**src/rtl/spi_regif_pkg.sv**
```systemverilog
`default_nettype none
// ============================================================================
// Module   : spi_regif_pkg
// Purpose  : Shared FSM state type and command-byte layout for spi_slave_regif.
// Revision : 1.0
// ============================================================================
package spi_regif_pkg;

    typedef enum logic [2:0] {
        IDLE     = 3'd0,
        CMD      = 3'd1,
        RD_FETCH = 3'd2,
        DATA     = 3'd3,
        DONE     = 3'd4
    } state_t;

    localparam int CMD_W      = 8;
    localparam int CMD_WR_BIT = 7;

endpackage
`default_nettype wire

```
**src/rtl/spi_sync_edge.sv**
```systemverilog
`default_nettype none
// ============================================================================
// Module   : spi_sync_edge
// Purpose  : Synchronizes one asynchronous SPI pin into clk and flags its edges.
// Revision : 1.0
// ============================================================================
module spi_sync_edge #(
    parameter int SYNC_STAGES = 2
) (
    input  logic clk,
    input  logic rst,
    input  logic async_in,
    output logic sync_out,
    output logic rise,
    output logic fall
);

    logic [SYNC_STAGES-1:0] sync_q;
    logic                   hist_q;

    always_ff @(posedge clk) begin
        if (rst) begin
            sync_q <= '0;
            hist_q <= 1'b0;
        end else begin
            sync_q <= {sync_q[SYNC_STAGES-2:0], async_in};
            hist_q <= sync_q[SYNC_STAGES-1];
        end
    end

    assign sync_out = sync_q[SYNC_STAGES-1];
    assign rise     = sync_out & ~hist_q;
    assign fall     = ~sync_out & hist_q;

endmodule
`default_nettype wire

```
**src/rtl/spi_slave_regif.sv**
```systemverilog
`default_nettype none
// ============================================================================
// Module   : spi_slave_regif
// Purpose  : Oversampled SPI mode-0 slave producing register read/write strobes.
// Revision : 1.0
// ============================================================================
module spi_slave_regif
    import spi_regif_pkg::*;
#(
    parameter int ADDR_W      = 7,
    parameter int DATA_W      = 16,
    parameter int SYNC_STAGES = 2
) (
    input  logic              clk,
    input  logic              rst,
    input  logic              SCLK,
    input  logic              MOSI,
    input  logic              SS,
    output logic              MISO,
    output logic [ADDR_W-1:0] reg_addr,
    output logic              reg_wr_en,
    output logic [DATA_W-1:0] reg_wr_data,
    output logic              reg_rd_en,
    input  logic [DATA_W-1:0] reg_rd_data,
    output logic              frame_err,
    output logic              busy
);

    localparam int CNT_MAX = (DATA_W > CMD_W) ? DATA_W : CMD_W;
    localparam int CNT_W   = $clog2(CNT_MAX + 1);

    logic sclk_sync, sclk_rise, sclk_fall;
    logic ss_sync, ss_rise, ss_fall;
    logic mosi_sync, mosi_rise, mosi_fall;

    spi_sync_edge #(.SYNC_STAGES(SYNC_STAGES)) u_sync_sclk (
        .clk(clk), .rst(rst), .async_in(SCLK),
        .sync_out(sclk_sync), .rise(sclk_rise), .fall(sclk_fall)
    );
    spi_sync_edge #(.SYNC_STAGES(SYNC_STAGES)) u_sync_ss (
        .clk(clk), .rst(rst), .async_in(SS),
        .sync_out(ss_sync), .rise(ss_rise), .fall(ss_fall)
    );
    spi_sync_edge #(.SYNC_STAGES(SYNC_STAGES)) u_sync_mosi (
        .clk(clk), .rst(rst), .async_in(MOSI),
        .sync_out(mosi_sync), .rise(mosi_rise), .fall(mosi_fall)
    );

    logic unused_edges;
    assign unused_edges = &{1'b0, sclk_sync, mosi_rise, mosi_fall};

    state_t              state_q, state_d;
    logic [CNT_W-1:0]    cnt_q, cnt_d;
    logic [DATA_W-1:0]   rx_q, rx_d;
    logic [DATA_W-1:0]   tx_q, tx_d;
    logic                is_wr_q, is_wr_d;
    logic [ADDR_W-1:0]   addr_q, addr_d;
    logic [DATA_W-1:0]   wr_data_q, wr_data_d;
    logic                wr_en_q, wr_en_d;
    logic                rd_en_q, rd_en_d;
    logic                err_q, err_d;
    logic [DATA_W-1:0]   rx_shift;

    assign rx_shift = {rx_q[DATA_W-2:0], mosi_sync};

    always_ff @(posedge clk) begin
        if (rst) begin
            state_q   <= IDLE;
            cnt_q     <= '0;
            rx_q      <= '0;
            tx_q      <= '0;
            is_wr_q   <= 1'b0;
            addr_q    <= '0;
            wr_data_q <= '0;
            wr_en_q   <= 1'b0;
            rd_en_q   <= 1'b0;
            err_q     <= 1'b0;
        end else begin
            state_q   <= state_d;
            cnt_q     <= cnt_d;
            rx_q      <= rx_d;
            tx_q      <= tx_d;
            is_wr_q   <= is_wr_d;
            addr_q    <= addr_d;
            wr_data_q <= wr_data_d;
            wr_en_q   <= wr_en_d;
            rd_en_q   <= rd_en_d;
            err_q     <= err_d;
        end
    end

    always_comb begin
        state_d   = state_q;
        cnt_d     = cnt_q;
        rx_d      = rx_q;
        tx_d      = tx_q;
        is_wr_d   = is_wr_q;
        addr_d    = addr_q;
        wr_data_d = wr_data_q;
        wr_en_d   = 1'b0;
        rd_en_d   = 1'b0;
        err_d     = 1'b0;

        case (state_q)
            IDLE: begin
                if (ss_fall) begin
                    state_d = CMD;
                    cnt_d   = '0;
                    rx_d    = '0;
                end
            end
            CMD: begin
                if (ss_rise) begin
                    err_d   = 1'b1;
                    state_d = IDLE;
                end else if (sclk_rise) begin
                    rx_d  = rx_shift;
                    cnt_d = cnt_q + 1'b1;
                    if (cnt_q == CNT_W'(CMD_W - 1)) begin
                        addr_d  = rx_shift[ADDR_W-1:0];
                        is_wr_d = rx_shift[CMD_WR_BIT];
                        cnt_d   = '0;
                        rx_d    = '0;
                        if (rx_shift[CMD_WR_BIT]) begin
                            state_d = DATA;
                        end else begin
                            rd_en_d = 1'b1;
                            state_d = RD_FETCH;
                        end
                    end
                end
            end
            RD_FETCH: begin
                if (ss_rise) begin
                    err_d   = 1'b1;
                    state_d = IDLE;
                end else begin
                    tx_d    = reg_rd_data;
                    state_d = DATA;
                end
            end
            DATA: begin
                if (ss_rise) begin
                    err_d   = 1'b1;
                    state_d = IDLE;
                end else if (sclk_rise) begin
                    rx_d  = rx_shift;
                    cnt_d = cnt_q + 1'b1;
                    if (cnt_q == CNT_W'(DATA_W - 1)) begin
                        state_d = DONE;
                        if (is_wr_q) begin
                            wr_en_d   = 1'b1;
                            wr_data_d = rx_shift;
                        end
                    end
                // The command byte's trailing fall lands here too; only falls
                // after a data-phase rise may advance the TX word.
                end else if (sclk_fall && !is_wr_q && cnt_q != '0) begin
                    tx_d = {tx_q[DATA_W-2:0], 1'b0};
                end
            end
            DONE: begin
                if (ss_rise) begin
                    state_d = IDLE;
                end
            end
            default: state_d = IDLE;
        endcase
    end

    assign MISO        = (!ss_sync && state_q == DATA && !is_wr_q) ? tx_q[DATA_W-1] : 1'b0;
    assign reg_addr    = addr_q;
    assign reg_wr_en   = wr_en_q;
    assign reg_wr_data = wr_data_q;
    assign reg_rd_en   = rd_en_q;
    assign frame_err   = err_q;
    assign busy        = (state_q != IDLE);

endmodule
`default_nettype wire

```
**config.mk**
```make
export PLATFORM = sky130hd
export DESIGN_NAME = spi_slave_regif
export DESIGN_NICKNAME = d
export VERILOG_FILES = /design/src/rtl/spi_regif_pkg.sv /design/src/rtl/spi_sync_edge.sv /design/src/rtl/spi_slave_regif.sv
export SDC_FILE = /design/constraint.sdc
export NUM_CORES = 1
export LEC_CHECK = 0
export ABC_AREA = 1
export BUFFER_PORTS_ARGS = -buffer_cell sky130_fd_sc_hd__buf_2
export CAP_MARGIN = 20
export CORE_UTILIZATION = 30
export CTS_BUF_LIST = sky130_fd_sc_hd__clkbuf_2
export CTS_CLUSTER_DIAMETER = 80
export CTS_CLUSTER_SIZE = 25
export DETAILED_ROUTE_END_ITERATION = 8
export PLACE_DENSITY = 0.58
export SLEW_MARGIN = 20
export SYNTH_ARGS = -nofsm -noshare
export SYNTH_HDL_FRONTEND = slang
export SYNTH_SLANG_ARGS = --single-unit
export TNS_END_PERCENT = 30
```
**constraint.sdc**
```tcl
create_clock -name clk -period 2.4 [get_ports clk]
set_input_delay 0.12 -clock clk [delete_from_list [all_inputs] [get_ports clk]]
set_output_delay 0.12 -clock clk [all_outputs]
set_load 0.01 [all_outputs]
```
==> run summary, run 1 <==
Post-synthesis sequential element count: 74
Setup CP Type: reg -> out
Synth cell types: 30
Clock sink count: 74
M1 GR Usage: 17.59%
Synthesized area: 3354 sq um
Sw Share: 42.88%
RePlAce Congestion: 0.8250
Worst VDD drop: 0.3175 mV
Nature of the critical path startpoint: flop
Max Cap Violations: 0
Initial antenna violation count: 0
Ant diodes: 0
Net Count, Synth: 491
Clk pwr share: 20.9%
Peak Freq: 461.1 MHz
Power Total: 3.841 mW
# port buffers: 48
CP delay by family, top: simple AND/OR/NAND/NOR gates
Height of the die: 107.7 microns
Final hold slack: 0.03420 ns
Post_cts resized: 0
Cts bufs inserted: 9
Synth area leaders: dfxtp_1, nand2_1, nor2_1
Area Overhead vs Synth: 18.46%
Vias per inst: 4.474
Synth Warn #: 0
Number of global-route vias before repair: 2,628
Largest net degree at the start of global routing: 38
Area leader, netlist: dfxtp_1
Synth top area share: 44.16%
Bufs on Longest Clock Path: 2
Hold Fails Final Rpt: 0
Critical-path top delay cell: dfxtp_1
PD cells: 966.5 nW/um^2
Mean Syn Cell Area: 7.183 sq um
Post-synthesis cell count: 467
First drt pass iteration count: 4
Internal power: 2.194 mW
Starting density of the core: 30.81%
Final setup TNS: 0 ns
Nets: 550
Worst-path clk slew: 0.24 ns
Setup violators final: 0
Final Skew: 0.05053 ns
Crit. End Element: primary output
H-tree depth: 3
# hold bufs at CTS: 19
Worst-margin pin slew: 0.4395 ns
Worst Path Arrival: 2.05 ns
Grt met2 use: 21.29%
Row Count: 38
Iter 0 DRT Violations: 190
Fin util: 36.50%
CP max stage delay: 0.47 ns
DRC viols: 0
Crit path cell chain: inv_2, nor2_4, nand2_2, nor4_1, buf_2
Top Ports: 49
Post-detailed-routing wire length: 7.553 mm
Leakage power: 1.776 nW
ANT nets after route: 0
Comb pwr share: 37.2%
NetSw: 1.647 mW
Critical path required time: 2.28 ns
WP buf/inv: 2
Post-CTS Repair Setup Buffers: 0
Clk root buf: clkbuf_2
DR WL/cell: 11.26 microns
Fin. max-slew vios: 0
CTS tree: built
Worst Hold Class: in -> reg
Fin crit share: 90.37%
Die X-Extent: 107.7 microns
Max FO, Critical Path: 18
HPWL after DPL: 4.984 mm
Gr usage total: 13.59%
Routed via count: 3,002
Skew-Pair Late Insertion Delay: 0.56 ns
Share of total power in sequential cells: 41.9%
Tmin final: 2.169 ns
Die area: 11,610 sq um
GR peak layer: met2
Relative slew margins: 70.60%
RSZ-0062 raised after global routing: no
Status: complete, no violations
Proportion of layout cells with a drive suffix above 1: 20.15%
Grt ovf: 0
Global-route wire length before repair: 12.48 mm
Register area share after synthesis: 44.16%
Met3 usage: 3.087%
Core Box Area: 10,890 sq um
-- synthesized netlist by cell type --
master	instances
o21ai_0	25
a2111oi_0	1
nor2_1	111
nand3_1	36
a21oi_1	8
nand3_2	11
nand2_1	116
nor4_1	1
dfxtp_1	74
inv_4	1
ha_1	3
clkinv_1	1
buf_2	3
nand2_2	6
buf_8	1
xor2_1	1
a21oi_2	10
buf_6	3
nor2_8	1
buf_4	7
inv_2	5
nor2_4	2
and3_1	1
nor3_1	2
nand3b_1	1
clkbuf_1	6
buf_1	2
nand2_4	4
nand4_1	1
inv_1	23
-- routing by layer --
metal | up-vias | share of wire [%]
met1 | 1338 | 48
met2 | 65 | 46
met3 | 13 | 3.8
li1 | 1586 | -
met4 | 0 | 2.2
met5 | - | 0
-- through the flow --
step	worst slack (ns)	instance area, sq um	instances
3_5_place_dp	0.4506	3646	636
5_1_grt	0.1016	3974	671
6_report	0.2312	3974	671
2_1_floorplan	0.8486	3354	467
4_1_cts	0.1924	3974	671
3_3_place_gp	0.4233	3646	636
-- cells by family (layout without fill, tap and decap cells) --
family	after synthesis	in the layout	synth area share, %
AO/OA/AOI/OAI	44	44	7.796
XOR/XNOR	1	1	0.2611
adder cells (fa/ha/maj)	3	3	1.119
buffers and inverters	52	116	7.795
flip-flops	74	74	44.16
AND/OR/NAND/NOR	293	293	38.87
-- tightest hold or removal path: cells and delay by family --
kind,cells,cell delay (ns)
simple gates,2,0.15
buf+inv,2,0.29
-- power groups by stage --
stage                     Sequential [mW]  Clock (mW)  Combinational, mW
after floorplan                      1.59           0               1.27
after global placement               1.63           0               1.38
after detailed placement             1.63           0               1.40
after CTS                            1.61       0.825               1.43
after global routing                 1.64       0.871               1.64
final                                1.61       0.801               1.43
-- worst paths after layout --
kind / start / to / slack, ns / depth (start not counted)
worst max-delay path: state_q[0]$_SDFFE_PP0P_ / MISO / 0.23 / 5
worst min-delay path: rst / state_q[2]$_SDFFE_PP0P_ / 0.03 / 4
worst max register to register: cnt_q[0]$_SDFFE_PP0P_ / is_wr_q$_SDFFE_PP0P_ / 0.42 / 10
worst min register to register: u_sync_mosi.sync_q[0]$_SDFF_PP0_ / u_sync_mosi.sync_q[1]$_SDFF_PP0_ / 0.39 / 2
-- cell usage in the layout (no fill, tap or decap), types with 2 or more instances in the layout --
| cell | instances |
|---|---|
| a21oi_1 | 8 |
| a21oi_2 | 10 |
| buf_2 | 48 |
| buf_4 | 3 |
| clkbuf_2 | 9 |
| dfxtp_1 | 74 |
| dlygate4sd3_1 | 19 |
| ha_1 | 3 |
| inv_1 | 23 |
| inv_2 | 5 |
| inv_8 | 4 |
| nand2_1 | 116 |
| nand2_2 | 6 |
| nand2_4 | 4 |
| nand3_1 | 36 |
| nand3_2 | 11 |
| nor2_1 | 111 |
| nor2_4 | 2 |
| nor3_1 | 2 |
| o21ai_0 | 25 |
-- area by class of cell --
| cell class | count | area, sq um |
|---|---|---|
| fill | 1155 | 6914 |
| multi-input combinational | 341 | 1612 |
| sequential | 74 | 1481 |
| timing repair buffer | 70 | 452.9 |
| tap | 140 | 175.2 |
| inverter | 30 | 115.1 |
| clock inverter | 7 | 92.59 |
| clock buffer | 9 | 45.04 |
-- state kept, by name, indices dropped and copies added (netlist names) --
register and cells:
cnt_q 5, frame_err 1, is_wr_q 1, reg_addr 7, reg_rd_en 1, reg_wr_data 16, reg_wr_en 1, rx_q 15
state_q 3, tx_q 16, u_sync_mosi.sync_q 2, u_sync_sclk.hist_q 1, u_sync_sclk.sync_q 2, u_sync_ss.hist_q 1, u_sync_ss.sync_q 2
Power figures use the tool's default switching activity.
==> run 2: changes to the inputs <==
==> constraint.sdc (replaced) <==
create_clock -name clk -period 2.4 [get_ports clk]
set_input_delay 0.12 -clock clk [delete_from_list [all_inputs] [get_ports clk]]
set_output_delay 0.12 -clock clk [all_outputs]
set_load 0.02 [all_outputs]
==> run summary, run 2 (synthesis results as in run 1) <==
Leakage power: 1.758 nW (-1.0%)
DR WL/cell: 11.34 microns (+0.77%)
Initial antenna violation count: 0 (unchanged)
Row Count: 38 (unchanged)
Ant diodes: 0 (unchanged)
Top Ports: 49 (unchanged)
Crit. End Element: primary output
Internal power: 2.162 mW (-1.5%)
First drt pass iteration count: 4 (unchanged)
R2R cell count: 10 (unchanged)
GR peak layer: met2
Worst-margin pin slew: 0.4456 ns (+0.006124 ns)
Critical path required time: 2.28 ns (about the same)
M1 GR Usage: 17.51% (-0.074 points)
Clk root buf: clkbuf_2
Tmin final: 2.261 ns (+0.09177 ns)
Hold Fails Final Rpt: 0 (unchanged)
R2R setup slack: 0.44 ns (+0.02 ns)
Area Overhead vs Synth: 17.83%
Height of the die: 107.7 microns (unchanged)
Iter 0 DRT Violations: 156 (-18%)
Crit path from: state_q[0]$_SDFFE_PP0P_
Fin. max-slew vios: 0 (unchanged)
Final Skew: 0.03826 ns (-0.01227 ns)
Power Total: 3.765 mW (-2.0%)
PD cells: 952.6 nW/um^2 (-1.4%)
Dpl cells: 636 (unchanged)
Commonest non-fill, non-tap cell in the layout: nand2_1
Met3 usage: 3.027% (-0.061 points)
Worst Hold Class: in -> reg
NetSw: 1.603 mW (-2.7%)
RSZ-0062 raised after global routing: no
Setup CP Type: reg -> out
Reg2Reg Capture Point: is_wr_q$_SDFFE_PP0P_
Routed via count: 3,012 (+0.33%)
Worst Path Arrival: 2.14 ns (+0.09 ns)
Grt ovf: 0 (unchanged)
Fin crit share: 94.19% (+3.8 points)
CTS tree: built
Starting density of the core: 30.81% (unchanged)
Status: complete, no violations
Nets: 550 (unchanged)
Clk pwr share: 18.9% (-2.0 points)
Final std cells w/o fill: 671 (unchanged)
Comb pwr share: 38.4% (+1.2 points)
Die area: 11,610 sq um (unchanged)
Gr usage total: 14.11% (+0.52 points)
Number of global-route vias before repair: 2,786 (+6.0%)
ANT nets after route: 0 (unchanged)
Die X-Extent: 107.7 microns (unchanged)
Proportion of layout cells with a drive suffix above 1: 19.96% (-0.19 points)
Fin area: 3953 sq um (-0.54%)
Core Box Area: 10,890 sq um (unchanged)
Reg2Reg Launch Point: cnt_q[1]$_SDFFE_PP0P_
H-tree depth: 3 (unchanged)
Cell Area, Placed: 3646 sq um (unchanged)
Post-CTS Repair Setup Buffers: 0 (unchanged)
Worst-path clk slew: 0.20 ns (-0.04 ns)
Final setup TNS: 0 ns (unchanged)
Post-detailed-routing wire length: 7.611 mm (+0.77%)
Sw Share: 42.58% (-0.30 points)
Nature of the critical path startpoint: flop
Grt met2 use: 22.34% (+1.1 points)
Bufs on Longest Clock Path: 2 (unchanged)
Share of total power in sequential cells: 42.8% (+0.9 points)
DRC viols: 0 (unchanged)
RePlAce Congestion: 0.8221 (-0.35%)
Highest-count cells in the layout ignoring fill and taps: nand2_1, nor2_1, dfxtp_1
Largest net degree at the start of global routing: 38 (unchanged)
HPWL after DPL: 5.052 mm (+1.4%)
Worst VDD drop: 0.3256 mV (+2.6%)
Cts bufs inserted: 9 (unchanged)
Max FO, Critical Path: 18 (unchanged)
# fillers: 1,124 (-2.7%)
Vias per inst: 4.489 (+0.33%)
Global-route wire length before repair: 12.74 mm (+2.0%)
Max Cap Violations: 0 (unchanged)
Peak Freq: 442.4 MHz (-4.1%)
Setup violators final: 0 (unchanged)
# port buffers: 48 (unchanged)
Relative slew margins: 70.02% (-0.58 points)
Clock sink count: 74 (unchanged)
Worst setup endpoint: MISO
Skew-Pair Late Insertion Delay: 0.55 ns (about the same)
[run 2: cell count changes in the layout (fill, tap and decap cells not counted), sizes merged]
cell      before  now
clkbuf         9   10
clkinv         2    3
clkinvlp       0    2
inv           34   30
[run 2: worst max-delay path: stages, from the launching register on]
cell	delay, ns
dfxtp_1	0.46
inv_2	0.09
nor2_4	0.14
nand2_2	0.25
nor4_1	0.42
buf_2	0.25
[run 2: power groups by stage]
| stage | combinational, mW | sequential (mW) | clock, mW |
|---|---|---|---|
| 3_3_place_gp | 1.39 | 1.63 | 0 |
| 6_report | 1.44 | 1.61 | 0.710 |
| 3_5_place_dp | 1.42 | 1.64 | 0 |
| 4_1_cts | 1.45 | 1.61 | 0.745 |
| 5_1_grt | 1.68 | 1.64 | 0.792 |
| 2_1_floorplan | 1.28 | 1.59 | 0 |
[run 2: cell type report]
type,instances,area [sq um],area share [%]
multi-input cells,341,1612,40.77
flip-flops and latches,74,1481,37.48
repair buffers,70,452.9,11.46
well taps,140,175.2,4.432
inverters,30,115.1,2.912
clock inverters,6,66.31,1.678
clock buffers,10,50.05,1.266
[run 2: per-stage QoR]
stage / worst slack, ns / util [%] / hold WS, ns
3_3_place_gp: 0.4098 / 33.49 / 0.3306
5_1_grt: 0.07455 / 36.30 / 0.02313
6_report: 0.1395 / 36.30 / 0.05270
4_1_cts: 0.1586 / 36.30 / 0.008011
2_1_floorplan: 0.7701 / - / 0.2270
3_5_place_dp: 0.4406 / 33.49 / 0.3267
[run 2: timing repair]
item	in CTS	in global routing
hold buffers	19	0
gates resized for setup	0	0
hold endpoints to repair	19	0
[run 2: layer usage]
layer / routed length (microns) / up-vias
met5: 0 / -
li1: - / 1586
met2: 3577 / 51
met4: 183 / 0
met1: 3607 / 1363
met3: 242 / 12
[run 2: how the worst min path moves through the flow]
stage                     from                                to  slack (ns)  depth (start not counted)
after global routing       rst             cnt_q[4]$_SDFFE_PP0P_        0.02                          4
after global placement    SCLK  u_sync_sclk.sync_q[0]$_SDFF_PP0_        0.33                          3
after CTS                  rst              rx_q[8]$_SDFFE_PP0P_       0.008                          4
after detailed placement  MOSI  u_sync_mosi.sync_q[0]$_SDFF_PP0_        0.33                          3
after floorplan           MOSI  u_sync_mosi.sync_q[0]$_SDFF_PP0_        0.23                          2
final                      rst              rx_q[8]$_SDFFE_PP0P_        0.05                          4
